==> config.mk <==
export PLATFORM = sky130hd
export DESIGN_NAME = euler_dot_pipe
export DESIGN_NICKNAME = d
export VERILOG_FILES = /design/src/rtl/euler_dot_pipe_pkg.sv /design/src/rtl/multiplier_modified_booth.sv /design/src/rtl/euler_dot_pipe.sv
export SDC_FILE = /design/constraint.sdc
export NUM_CORES = 1
export LEC_CHECK = 0
export ABC_AREA = 0
export CAP_MARGIN = 20
export CELL_PAD_IN_SITES_DETAIL_PLACEMENT = 1
export CELL_PAD_IN_SITES_GLOBAL_PLACEMENT = 1
export CORE_UTILIZATION = 44
export DETAILED_ROUTE_END_ITERATION = 10
export GPL_ROUTABILITY_DRIVEN = 0
export PLACE_DENSITY = 0.89
export SETUP_SLACK_MARGIN = 0.3
export SLEW_MARGIN = 20
export SYNTH_ARGS = -nofsm -noshare
export SYNTH_HDL_FRONTEND = slang
export SYNTH_SLANG_ARGS = --single-unit
==> constraint.sdc <==
create_clock -name clk -period 6.9 [get_ports clk]
set_input_delay 1.38 -clock clk [delete_from_list [all_inputs] [get_ports clk]]
set_output_delay 1.38 -clock clk [all_outputs]
set_load 0.03 [all_outputs]
==> src/rtl/euler_dot_pipe_pkg.sv <==
// Shared constants and FSM encoding for the Euler dot-product stage.
// Holds the default widths, fixed-point position and controller state set.
package euler_dot_pipe_pkg;

   localparam int ADD_SIZE_D  = 16;
   localparam int DATA_SIZE_D = 16;
   localparam int GUARD_D     = 4;
   localparam int FRAC_D      = 8;
   localparam int ACC_W_D     = DATA_SIZE_D + GUARD_D;

   typedef enum logic [2:0] {
      S_IDLE,
      S_ROW,
      S_FETCH_C,
      S_FETCH_V,
      S_MUL,
      S_WAIT,
      S_EMIT,
      S_DONE
   } state_t;

endpackage

==> src/rtl/multiplier_modified_booth.sv <==
// Iterative radix-4 Booth multiplier with start/done handshake.
// Result is rescaled by FRAC bits and saturated to W bits; o_ovf flags clipping.
module multiplier_modified_booth #(
   parameter int W    = 16,
   parameter int FRAC = 8
) (
   input  logic                clk,
   input  logic                rst,
   input  logic                i_start,
   input  logic [W-1:0]        i_a,
   input  logic [W-1:0]        i_b,
   output logic                o_done,
   output logic [W-1:0]        o_p,
   output logic                o_ovf
);

   localparam int STEPS = W / 2;
   localparam int CW    = $clog2(STEPS) + 1;
   localparam logic signed [2*W-1:0] P_MAX = (2*W)'((1 << (W-1)) - 1);
   localparam logic signed [2*W-1:0] P_MIN = ~P_MAX;

   logic signed [2*W-1:0] r_mcand;
   logic signed [2*W-1:0] r_prod;
   logic        [W:0]     r_mplier;
   logic        [CW-1:0]  r_cnt;
   logic                  r_run;
   logic                  r_done;
   logic signed [2*W-1:0] w_pp;
   logic signed [2*W-1:0] w_shift;
   logic                  w_over;
   logic                  w_under;

   // Booth digit from the overlapping triplet {b[2k+1], b[2k], b[2k-1]}
   always_comb begin
      w_pp = '0;
      case (r_mplier[2:0])
         3'b001, 3'b010: w_pp = r_mcand;
         3'b011:         w_pp = r_mcand <<< 1;
         3'b100:         w_pp = -(r_mcand <<< 1);
         3'b101, 3'b110: w_pp = -r_mcand;
         default:        w_pp = '0;
      endcase
   end

   always_ff @(posedge clk) begin
      if (rst) begin
         r_mcand  <= '0;
         r_prod   <= '0;
         r_mplier <= '0;
         r_cnt    <= '0;
         r_run    <= 1'b0;
         r_done   <= 1'b0;
      end else begin
         r_done <= 1'b0;
         if (i_start) begin
            r_mcand  <= {{W{i_a[W-1]}}, i_a};
            r_mplier <= {i_b, 1'b0};
            r_prod   <= '0;
            r_cnt    <= '0;
            r_run    <= 1'b1;
         end else if (r_run) begin
            r_prod   <= r_prod + w_pp;
            r_mcand  <= r_mcand <<< 2;
            r_mplier <= {{2{r_mplier[W]}}, r_mplier[W:2]};
            r_cnt    <= r_cnt + CW'(1);
            if (r_cnt == CW'(STEPS - 1)) begin
               r_run  <= 1'b0;
               r_done <= 1'b1;
            end
         end
      end
   end

   assign w_shift = r_prod >>> FRAC;
   assign w_over  = (w_shift > P_MAX);
   assign w_under = (w_shift < P_MIN);
   assign o_done  = r_done;
   assign o_ovf   = w_over | w_under;
   assign o_p     = w_over  ? P_MAX[W-1:0] :
                    w_under ? P_MIN[W-1:0] : w_shift[W-1:0];

endmodule

==> src/rtl/euler_dot_pipe.sv <==
// Per-row A*x and B*u dot products fetched word-by-word from shared RAM,
// handed to the final Euler stage one row per valid/ready transfer.
module euler_dot_pipe
   import euler_dot_pipe_pkg::*;
#(
   parameter int ADD_SIZE  = ADD_SIZE_D,
   parameter int DATA_SIZE = DATA_SIZE_D,
   parameter int GUARD     = GUARD_D,
   parameter int FRAC      = FRAC_D
) (
   input  logic                 clk,
   input  logic                 rst,
   input  logic                 i_start,
   input  logic [ADD_SIZE-1:0]  i_n_dim,
   input  logic [ADD_SIZE-1:0]  i_m_dim,
   input  logic [ADD_SIZE-1:0]  i_a_base,
   input  logic [ADD_SIZE-1:0]  i_b_base,
   input  logic [ADD_SIZE-1:0]  i_x_base,
   input  logic [ADD_SIZE-1:0]  i_u_base,
   output logic                 o_mem_rd,
   output logic [ADD_SIZE-1:0]  o_mem_addr,
   input  logic [DATA_SIZE-1:0] i_mem_data,
   output logic [DATA_SIZE-1:0] o_data_pipe1,
   output logic [DATA_SIZE-1:0] o_data_pipe2,
   output logic                 o_out_valid,
   input  logic                 i_out_ready,
   output logic                 o_sat_flag,
   output logic                 o_busy,
   output logic                 o_done
);

   localparam int ACC_W = DATA_SIZE + GUARD;
   localparam logic signed [ACC_W-1:0] ACC_MAX = ACC_W'((1 << (DATA_SIZE-1)) - 1);
   localparam logic signed [ACC_W-1:0] ACC_MIN = ~ACC_MAX;

   state_t                  r_state;
   logic [ADD_SIZE-1:0]     r_n, r_m, r_x_base, r_u_base;
   logic [ADD_SIZE-1:0]     r_a_ptr, r_b_ptr, r_j, r_row;
   logic                    r_sel_b;
   logic [DATA_SIZE-1:0]    r_coef;
   logic signed [ACC_W-1:0] r_acc_a, r_acc_b;
   logic                    r_mem_rd;
   logic [ADD_SIZE-1:0]     r_mem_addr;
   logic [DATA_SIZE-1:0]    r_p1, r_p2;
   logic                    r_out_valid, r_sat, r_busy, r_done;

   logic                    w_mul_start, w_mul_done, w_mul_ovf;
   logic [DATA_SIZE-1:0]    w_prod;
   logic signed [ACC_W-1:0] w_prod_ext, w_acc_a_sum, w_acc_b_sum, w_fin_a, w_fin_b;
   logic                    w_clip_a, w_clip_b, w_last_term;
   logic [ADD_SIZE-1:0]     w_j_nxt;

   function automatic logic [DATA_SIZE-1:0] f_clip(input logic signed [ACC_W-1:0] v);
      if (v > ACC_MAX) return ACC_MAX[DATA_SIZE-1:0];
      if (v < ACC_MIN) return ACC_MIN[DATA_SIZE-1:0];
      return v[DATA_SIZE-1:0];
   endfunction

   // Vector word arrives straight from RAM during MUL; the multiplier latches it.
   assign w_mul_start = (r_state == S_MUL);

   multiplier_modified_booth #(.W(DATA_SIZE), .FRAC(FRAC)) u_mul (
      .clk     (clk),
      .rst     (rst),
      .i_start (w_mul_start),
      .i_a     (r_coef),
      .i_b     (i_mem_data),
      .o_done  (w_mul_done),
      .o_p     (w_prod),
      .o_ovf   (w_mul_ovf)
   );

   assign w_prod_ext  = $signed({{GUARD{w_prod[DATA_SIZE-1]}}, w_prod});
   assign w_acc_a_sum = r_acc_a + w_prod_ext;
   assign w_acc_b_sum = r_acc_b + w_prod_ext;
   // Final sums including the term being retired this cycle
   assign w_fin_a     = r_sel_b ? r_acc_a : w_acc_a_sum;
   assign w_fin_b     = r_sel_b ? w_acc_b_sum : r_acc_b;
   assign w_clip_a    = (w_fin_a > ACC_MAX) || (w_fin_a < ACC_MIN);
   assign w_clip_b    = (w_fin_b > ACC_MAX) || (w_fin_b < ACC_MIN);
   assign w_j_nxt     = r_j + ADD_SIZE'(1);
   assign w_last_term = (w_j_nxt == (r_sel_b ? r_m : r_n));

   always_ff @(posedge clk) begin
      if (rst) begin
         r_state     <= S_IDLE;
         r_n         <= '0;
         r_m         <= '0;
         r_x_base    <= '0;
         r_u_base    <= '0;
         r_a_ptr     <= '0;
         r_b_ptr     <= '0;
         r_j         <= '0;
         r_row       <= '0;
         r_sel_b     <= 1'b0;
         r_coef      <= '0;
         r_acc_a     <= '0;
         r_acc_b     <= '0;
         r_mem_rd    <= 1'b0;
         r_mem_addr  <= '0;
         r_p1        <= '0;
         r_p2        <= '0;
         r_out_valid <= 1'b0;
         r_sat       <= 1'b0;
         r_busy      <= 1'b0;
         r_done      <= 1'b0;
      end else begin
         r_done <= 1'b0;
         case (r_state)
            S_IDLE: if (i_start) begin
               r_n      <= i_n_dim;
               r_m      <= i_m_dim;
               r_x_base <= i_x_base;
               r_u_base <= i_u_base;
               r_a_ptr  <= i_a_base;
               r_b_ptr  <= i_b_base;
               r_row    <= '0;
               r_sat    <= 1'b0;
               r_busy   <= 1'b1;
               r_state  <= (i_n_dim == '0) ? S_DONE : S_ROW;
            end
            S_ROW: begin
               r_acc_a    <= '0;
               r_acc_b    <= '0;
               r_j        <= '0;
               r_sel_b    <= 1'b0;
               r_mem_rd   <= 1'b1;
               r_mem_addr <= r_a_ptr;
               r_state    <= S_FETCH_C;
            end
            S_FETCH_C: begin
               r_mem_addr <= (r_sel_b ? r_u_base : r_x_base) + r_j;
               if (r_sel_b) r_b_ptr <= r_b_ptr + ADD_SIZE'(1);
               else         r_a_ptr <= r_a_ptr + ADD_SIZE'(1);
               r_state <= S_FETCH_V;
            end
            S_FETCH_V: begin
               r_coef   <= i_mem_data;
               r_mem_rd <= 1'b0;
               r_state  <= S_MUL;
            end
            S_MUL: r_state <= S_WAIT;
            S_WAIT: if (w_mul_done) begin
               if (w_mul_ovf) r_sat <= 1'b1;
               if (r_sel_b) r_acc_b <= w_acc_b_sum;
               else         r_acc_a <= w_acc_a_sum;
               if (w_last_term && (r_sel_b || r_m == '0)) begin
                  r_p1        <= f_clip(w_fin_a);
                  r_p2        <= f_clip(w_fin_b);
                  if (w_clip_a || w_clip_b) r_sat <= 1'b1;
                  r_out_valid <= 1'b1;
                  r_state     <= S_EMIT;
               end else begin
                  r_mem_rd <= 1'b1;
                  r_state  <= S_FETCH_C;
                  if (w_last_term) begin
                     r_sel_b    <= 1'b1;
                     r_j        <= '0;
                     r_mem_addr <= r_b_ptr;
                  end else begin
                     r_j        <= w_j_nxt;
                     r_mem_addr <= r_sel_b ? r_b_ptr : r_a_ptr;
                  end
               end
            end
            S_EMIT: if (i_out_ready) begin
               r_out_valid <= 1'b0;
               r_row       <= r_row + ADD_SIZE'(1);
               r_state     <= ((r_row + ADD_SIZE'(1)) == r_n) ? S_DONE : S_ROW;
            end
            S_DONE: begin
               r_done  <= 1'b1;
               r_busy  <= 1'b0;
               r_state <= S_IDLE;
            end
            default: r_state <= S_IDLE;
         endcase
      end
   end

   assign o_mem_rd     = r_mem_rd;
   assign o_mem_addr   = r_mem_addr;
   assign o_data_pipe1 = r_p1;
   assign o_data_pipe2 = r_p2;
   assign o_out_valid  = r_out_valid;
   assign o_sat_flag   = r_sat;
   assign o_busy       = r_busy;
   assign o_done       = r_done;

endmodule

======== Yosys cells after proc, flatten, opt, wreduce, memory -nomap -nowiden ========
Index checks and enable logic that the tools add are counted.
cells by class
  $add $sub $neg .......................... 11
  order comparisons ....................... 6
  equal/unequal tests ..................... 24
  muxes and demuxes ....................... 94
  bitwise logic cells ..................... 2
  reductions and logical operators ........ 35
operator list
  kind                                                                                number
  16-bit 2-to-1 mux                                                                   26
  16-bit one-hot mux with 2 select lines                                              4
  32-bit one-hot mux with 4 select lines                                              1
  20-bit 2-to-1 mux                                                                   4
  20-bit one-hot mux with 2 select lines                                              2
  16-bit by 1-bit adder with 16-bit output (second input constant)                    4
  32-bit 2-to-1 mux                                                                   2
  32-bit negation                                                                     2
  16-bit one-hot mux with 3 select lines                                              1
  1-bit 2-to-1 mux                                                                    41
  20-bit by 16-bit adder with 20-bit output                                           2
  20-bit by 16-bit greater-than comparator with 1-bit output (second input constant)  2
  20-bit by 16-bit less-than comparator with 1-bit output (second input constant)     2
  32-bit adder                                                                        1
  16-bit equality test                                                                2
  16-bit zero test                                                                    2
  3-bit AND reduction                                                                 9
  24-bit by 16-bit greater-than comparator with 1-bit output (second input constant)  1
  24-bit by 16-bit less-than comparator with 1-bit output (second input constant)     1
  3-bit one-hot mux with 8 select lines                                               1
  3-bit equality test (second input constant)                                         7
  3-bit 2-to-1 mux                                                                    6
  17-bit 2-to-1 mux                                                                   1
  16-bit adder                                                                        1
  other kinds (19)                                                                    47
storage, ports and cells
  register bits ........................... 328
  input bits .............................. 116
  output and inout port bits .............. 53
  logic and storage cells ................. 201

======== Longest topological paths before layout ========
  depth after elaboration ................. 18
  gate-level depth with buffers ........... 24
  mapped depth without buffers ............ 23

======== Hierarchy ========
A second synthesis with hierarchy kept.
second synthesis, totals
  cell total of the unflattened synthesis .. 2773
  area total of the unflattened synthesis .. 21401.8 sq um
modules (own cells, without submodules)
  module                     times used  cells each  area each (sq um)  sequential area each (sq um)
  euler_dot_pipe             1           1831        14401.3            4824.6
  multiplier_modified_booth  1           942         7000.5             1741.7

======== Worst setup path before layout ========
No wires, ideal clock.
  path type ............................... register -> register
  from .................................... register u_mul.r_mcand[2]
  to ...................................... register u_mul.r_prod[26]
  library setup time ...................... 0.122 ns
  arrival ................................. 5.365 ns
  data required time ...................... 6.778 ns
  setup slack ............................. 1.413 ns
  stages on the path, launching flop included .. 22
  buffers on the path ..................... 1
  clock period less this slack ............ 5.487 ns
  path through ............................ dfxtp_1 -> buf_2 -> or4_4 -> nor2_2 -> nand2_1 -> or3_1 -> or4b_4 -> nor2_2 -> nand2_1 -> and2_1 -> xor2_1 -> a221oi_1 -> a31oi_1 -> ha_1 -> a211oi_1 -> nand2_1 -> a2111oi_0 -> or4b_2 -> a31o_2 -> a41oi_1 -> mux2i_1 -> a311o_1
between the ends
  cells in the longest elaborated chain, start to end .. 3
  elaborated cells on any way between the ends .. 4
  classes of those cells .................. add/sub: 3; mux: 1
RTL lines
  what                                      RTL line                                                          source
  start: declaration                        multiplier_modified_booth.sv:22                                   logic signed [2*W-1:0] r_mcand;
  start signal: assignment                  multiplier_modified_booth.sv:56                                   r_mcand <= {{W{i_a[W-1]}}, i_a};
  start signal: assignment                  multiplier_modified_booth.sv:63                                   r_mcand <= r_mcand <<< 2;
  32-bit negation (on tied branches)        multiplier_modified_booth.sv:40, multiplier_modified_booth.sv:39
  32-bit one-hot mux with 4 select lines *  multiplier_modified_booth.sv:36                                   case (r_mplier[2:0])
  32-bit adder *                            multiplier_modified_booth.sv:62                                   r_prod <= r_prod + w_pp;
  end signal: assignment                    multiplier_modified_booth.sv:62
  end: declaration                          multiplier_modified_booth.sv:23                                   logic signed [2*W-1:0] r_prod;
Every way passes the cells marked *; elsewhere a longest branch is shown, timed or not.
A chain may end at the register's enable or synchronous reset.

======== Worst setup path in the final report ========
  from .................................... register u_mul.r_mcand[0]
  to ...................................... register u_mul.r_prod[26]
Same word-level chain as after synthesis.

==> metrics <==
setup ws final=783 ps; Post-synth EDFFs=0; fmax=163 MHz; synthesized cell area=0.0210 sq mm; max incr delay on CP=680 ps; number of global-route vias before repair=21426; flops & latches, synth=328; area of the multi-input gates=0.0136 sq mm; Ports=169; status=finished, violations left; number of remaining DRC errors=2; Detail Placement HPWL=49700 um; critical path fanouts, max=6; crit path launch type=register; Yosys cell types=84; Leak=9.17 nW; Placement Setup Slack=946 ps; first-pass GRT wire length=113000 um; # fillers=5661; Synth Flop Type=dfxtp_1; largest net degree at the start of global routing=107; drt pass-1 iters=8; core area=0.0469 sq mm; Tmin final=6120 ps; Setup CP Type=register to register; Die Span X=221 um; FF+latch area=~0.0066 sq mm; hold_buf cts=0; arrival time at the worst endpoint=6570 ps; Port Buffers=168; Cell Chain, Critical Path=or4_4, nor2_2, nand2_1, or3_1, or4b_4, nor2_2, nand2_1, and2_1, xor2_1, a221oi_1, a31oi_1, ha_1, a211oi_1, nand2_1, a2111oi_0, or4b_2, a31o_2, a41oi_1, mux2i_1, a311o_1; RSZ-0062 raised after global routing=false; Worst-path clk slew=60 ps; Slew HR=around 27%; CTS sink count=328; crit path max-delay cell type=or4b_2; # nets final=2928; Final Max Slew Viols=0; DRT iter0 DRCs=between 1000 and 1500; gr usage total=28.7%; vias after detailed routing=20791; register area share after synthesis=31.2%; Critical Path RT=7360 ps; share of cells above drive strength 1=5.75%; Fin Setup TNS=0 ps; failing checks=DRC; Gate Count Post-Synth=approximately 2700; Worst Skew=17.1 ps; pwr/cell area=366 mW/mm^2; Post-CTS Resized=0; Max Root-Sink Buffers=3; H-tree depth=2; worst min path class=register to register; setup bufs post-CTS=0; remaining antenna violation count after routing=0; critical path endpoint category=register; initial antenna violation count=1; fin crit share=88.7%; Final Util=approximately half; CP dominant cell by count=nand2_1; Yosys warning total=0; final hold violation count=0; grt total ovfl=0; Worst-Skew Late Latency=roughly 570 ps; row count=79; CTS tree=built; maxcap violations=0; layout overhead on the synthesized area=15.2%; Worst VDD drop=about 0.18 mV; asr flop ratio synth=0%; Syn Area/Cell=between 7 and 8 sq um; via density per instance=6.20; CTS Root Cell=clkbuf_16; final setup fails=0; DR WL/cell=roughly 21 um; die height=around 220 um; Initial Util=44.9%; Power Total=8.87 mW; Syn Nets=2896; Detailed Route WL=just over 70000 um; Slew @ Worst Pin=~1100 ps; die area=0.0487 sq mm; Num CTS Buffers=38
[worst paths after layout]
path | slack [ps] | from | cells past startpoint | endpoint
hold reg to reg | 450 | r_x_base[6] | 2 | r_x_base[6]
setup / recovery | 780 | u_mul.r_mcand[0] | 20 | u_mul.r_prod[26]
setup reg to reg | 780 | u_mul.r_mcand[0] | 20 | u_mul.r_prod[26]
hold / removal | 450 | r_x_base[6] | 2 | r_x_base[6]
[Yosys cell counts (35+ instances only)]
master	number	share of area [%]
nand2_1	350	6.2
dfxtp_1	328	31
a21oi_1	263	6.3
nor2_1	263	4.7
clkbuf_1	162	2.9
mux2i_1	132	6.3
xnor2_1	112	4.7
o21ai_0	111	2.6
ha_1	90	5.3
a211oi_1	81	2.9
nand3_1	78	1.9
xor2_1	64	2.7
and3_1	53	1.6
a221oi_1	52	2.2
a31oi_1	48	1.4
nor3_1	37	0.88
inv_1	36	0.64
nand2b_1	35	1.0
[power by group]
group	internal [mW]	total (mW)	leakage, nW	switching, mW
clock	1.27	2.14	0.625	0.872
combinational	1.55	4.06	5.88	2.51
sequential	2.21	2.67	2.66	0.465
total	5.02	8.87	9.17	3.85
[critical path, delay by kind of cell (launching register included)]
kind / cells / cell delay, ps
simple gates: 10 / 3120
mux: 1 / 110
xor+xnor: 1 / 150
compound gates: 7 / 1890
flops: 1 / 370
fa+ha+maj: 1 / 360
[area by class of cell]
class | instances | share of cell area, %
diodes | 1 | 0.0103
clock buffers | 53 | 4.53
clock inverters | 16 | 0.825
inverters | 36 | 0.557
multi-input cells | 2121 | 56.1
flip-flops and latches | 328 | 27.1
well taps | 607 | 3.13
repair buffers | 193 | 7.72
[cell usage in the layout, fill, tap and decap left out, types with 8 or more instances in the layout]
master | netlist | routed
o21a_1 | 26 | 26
and3_1 | 53 | 53
nor2_1 | 263 | 262
nand3_1 | 78 | 77
and2_1 | 15 | 14
nor2b_1 | 19 | 18
a311oi_1 | 23 | 23
inv_1 | 36 | 36
nor3_1 | 37 | 37
ha_1 | 90 | 90
buf_4 | 1 | 25
clkdlybuf4s50_1 | 0 | 167
xor2_1 | 64 | 64
xnor2_1 | 112 | 112
a22oi_1 | 23 | 23
nand2b_1 | 35 | 35
a31oi_1 | 48 | 47
clkbuf_8 | 0 | 8
mux2i_1 | 132 | 132
o21ai_0 | 111 | 111
or3_1 | 13 | 13
nand4_1 | 13 | 13
o211a_1 | 8 | 8
clkbuf_16 | 0 | 39
a221oi_1 | 52 | 52
a21oi_1 | 263 | 263
or2_2 | 8 | 8
a211oi_1 | 81 | 81
nand2_1 | 350 | 348
a21o_1 | 32 | 32
o211ai_1 | 10 | 10
mux2_2 | 25 | 25
dfxtp_1 | 328 | 326
nor4_1 | 20 | 20
[cells by family after synthesis]
kind of cell | count (synthesis) | share of synthesized area [%]
AND/OR/NAND/NOR | 943 | 20.7
multiplexers | 157 | 7.61
flip-flops | 328 | 31.2
XOR/XNOR | 176 | 7.32
AO/OA/AOI/OAI | 751 | 23.1
buffers and inverters | 237 | 4.36
adder cells (fa/ha/maj) | 94 | 5.73
[flip-flops by register name (all words and copies together), names as in the netlist, 17 cells and up]
register / count
u_mul.r_mcand: 32
u_mul.r_mplier: 17
r_acc_a: 20
r_acc_b: 20
u_mul.r_prod: 32
[through the flow]
step | std cells | instance area, sq um | hold slack (ps)
after floorplan | 2686 | 21000 | 432
after global placement | 3284 | 22900 | 442
after detailed placement | 3284 | 22900 | 445
after CTS | 3353 | 24200 | 453
after global routing | 3354 | 24200 | 468
final | 3355 | 24300 | 453
[layer usage]
metal  track usage, %  share of wire, %  vias up  wire [um]
met5                0                 0        -          0
li1                 -                 -     9724          -
met3             4.05               4.5      190       3170
met1             33.5                41    10297      29100
met4             13.0               4.1        0       2910
met2             51.7                51      580      36000
Power figures use the tool's default switching activity.
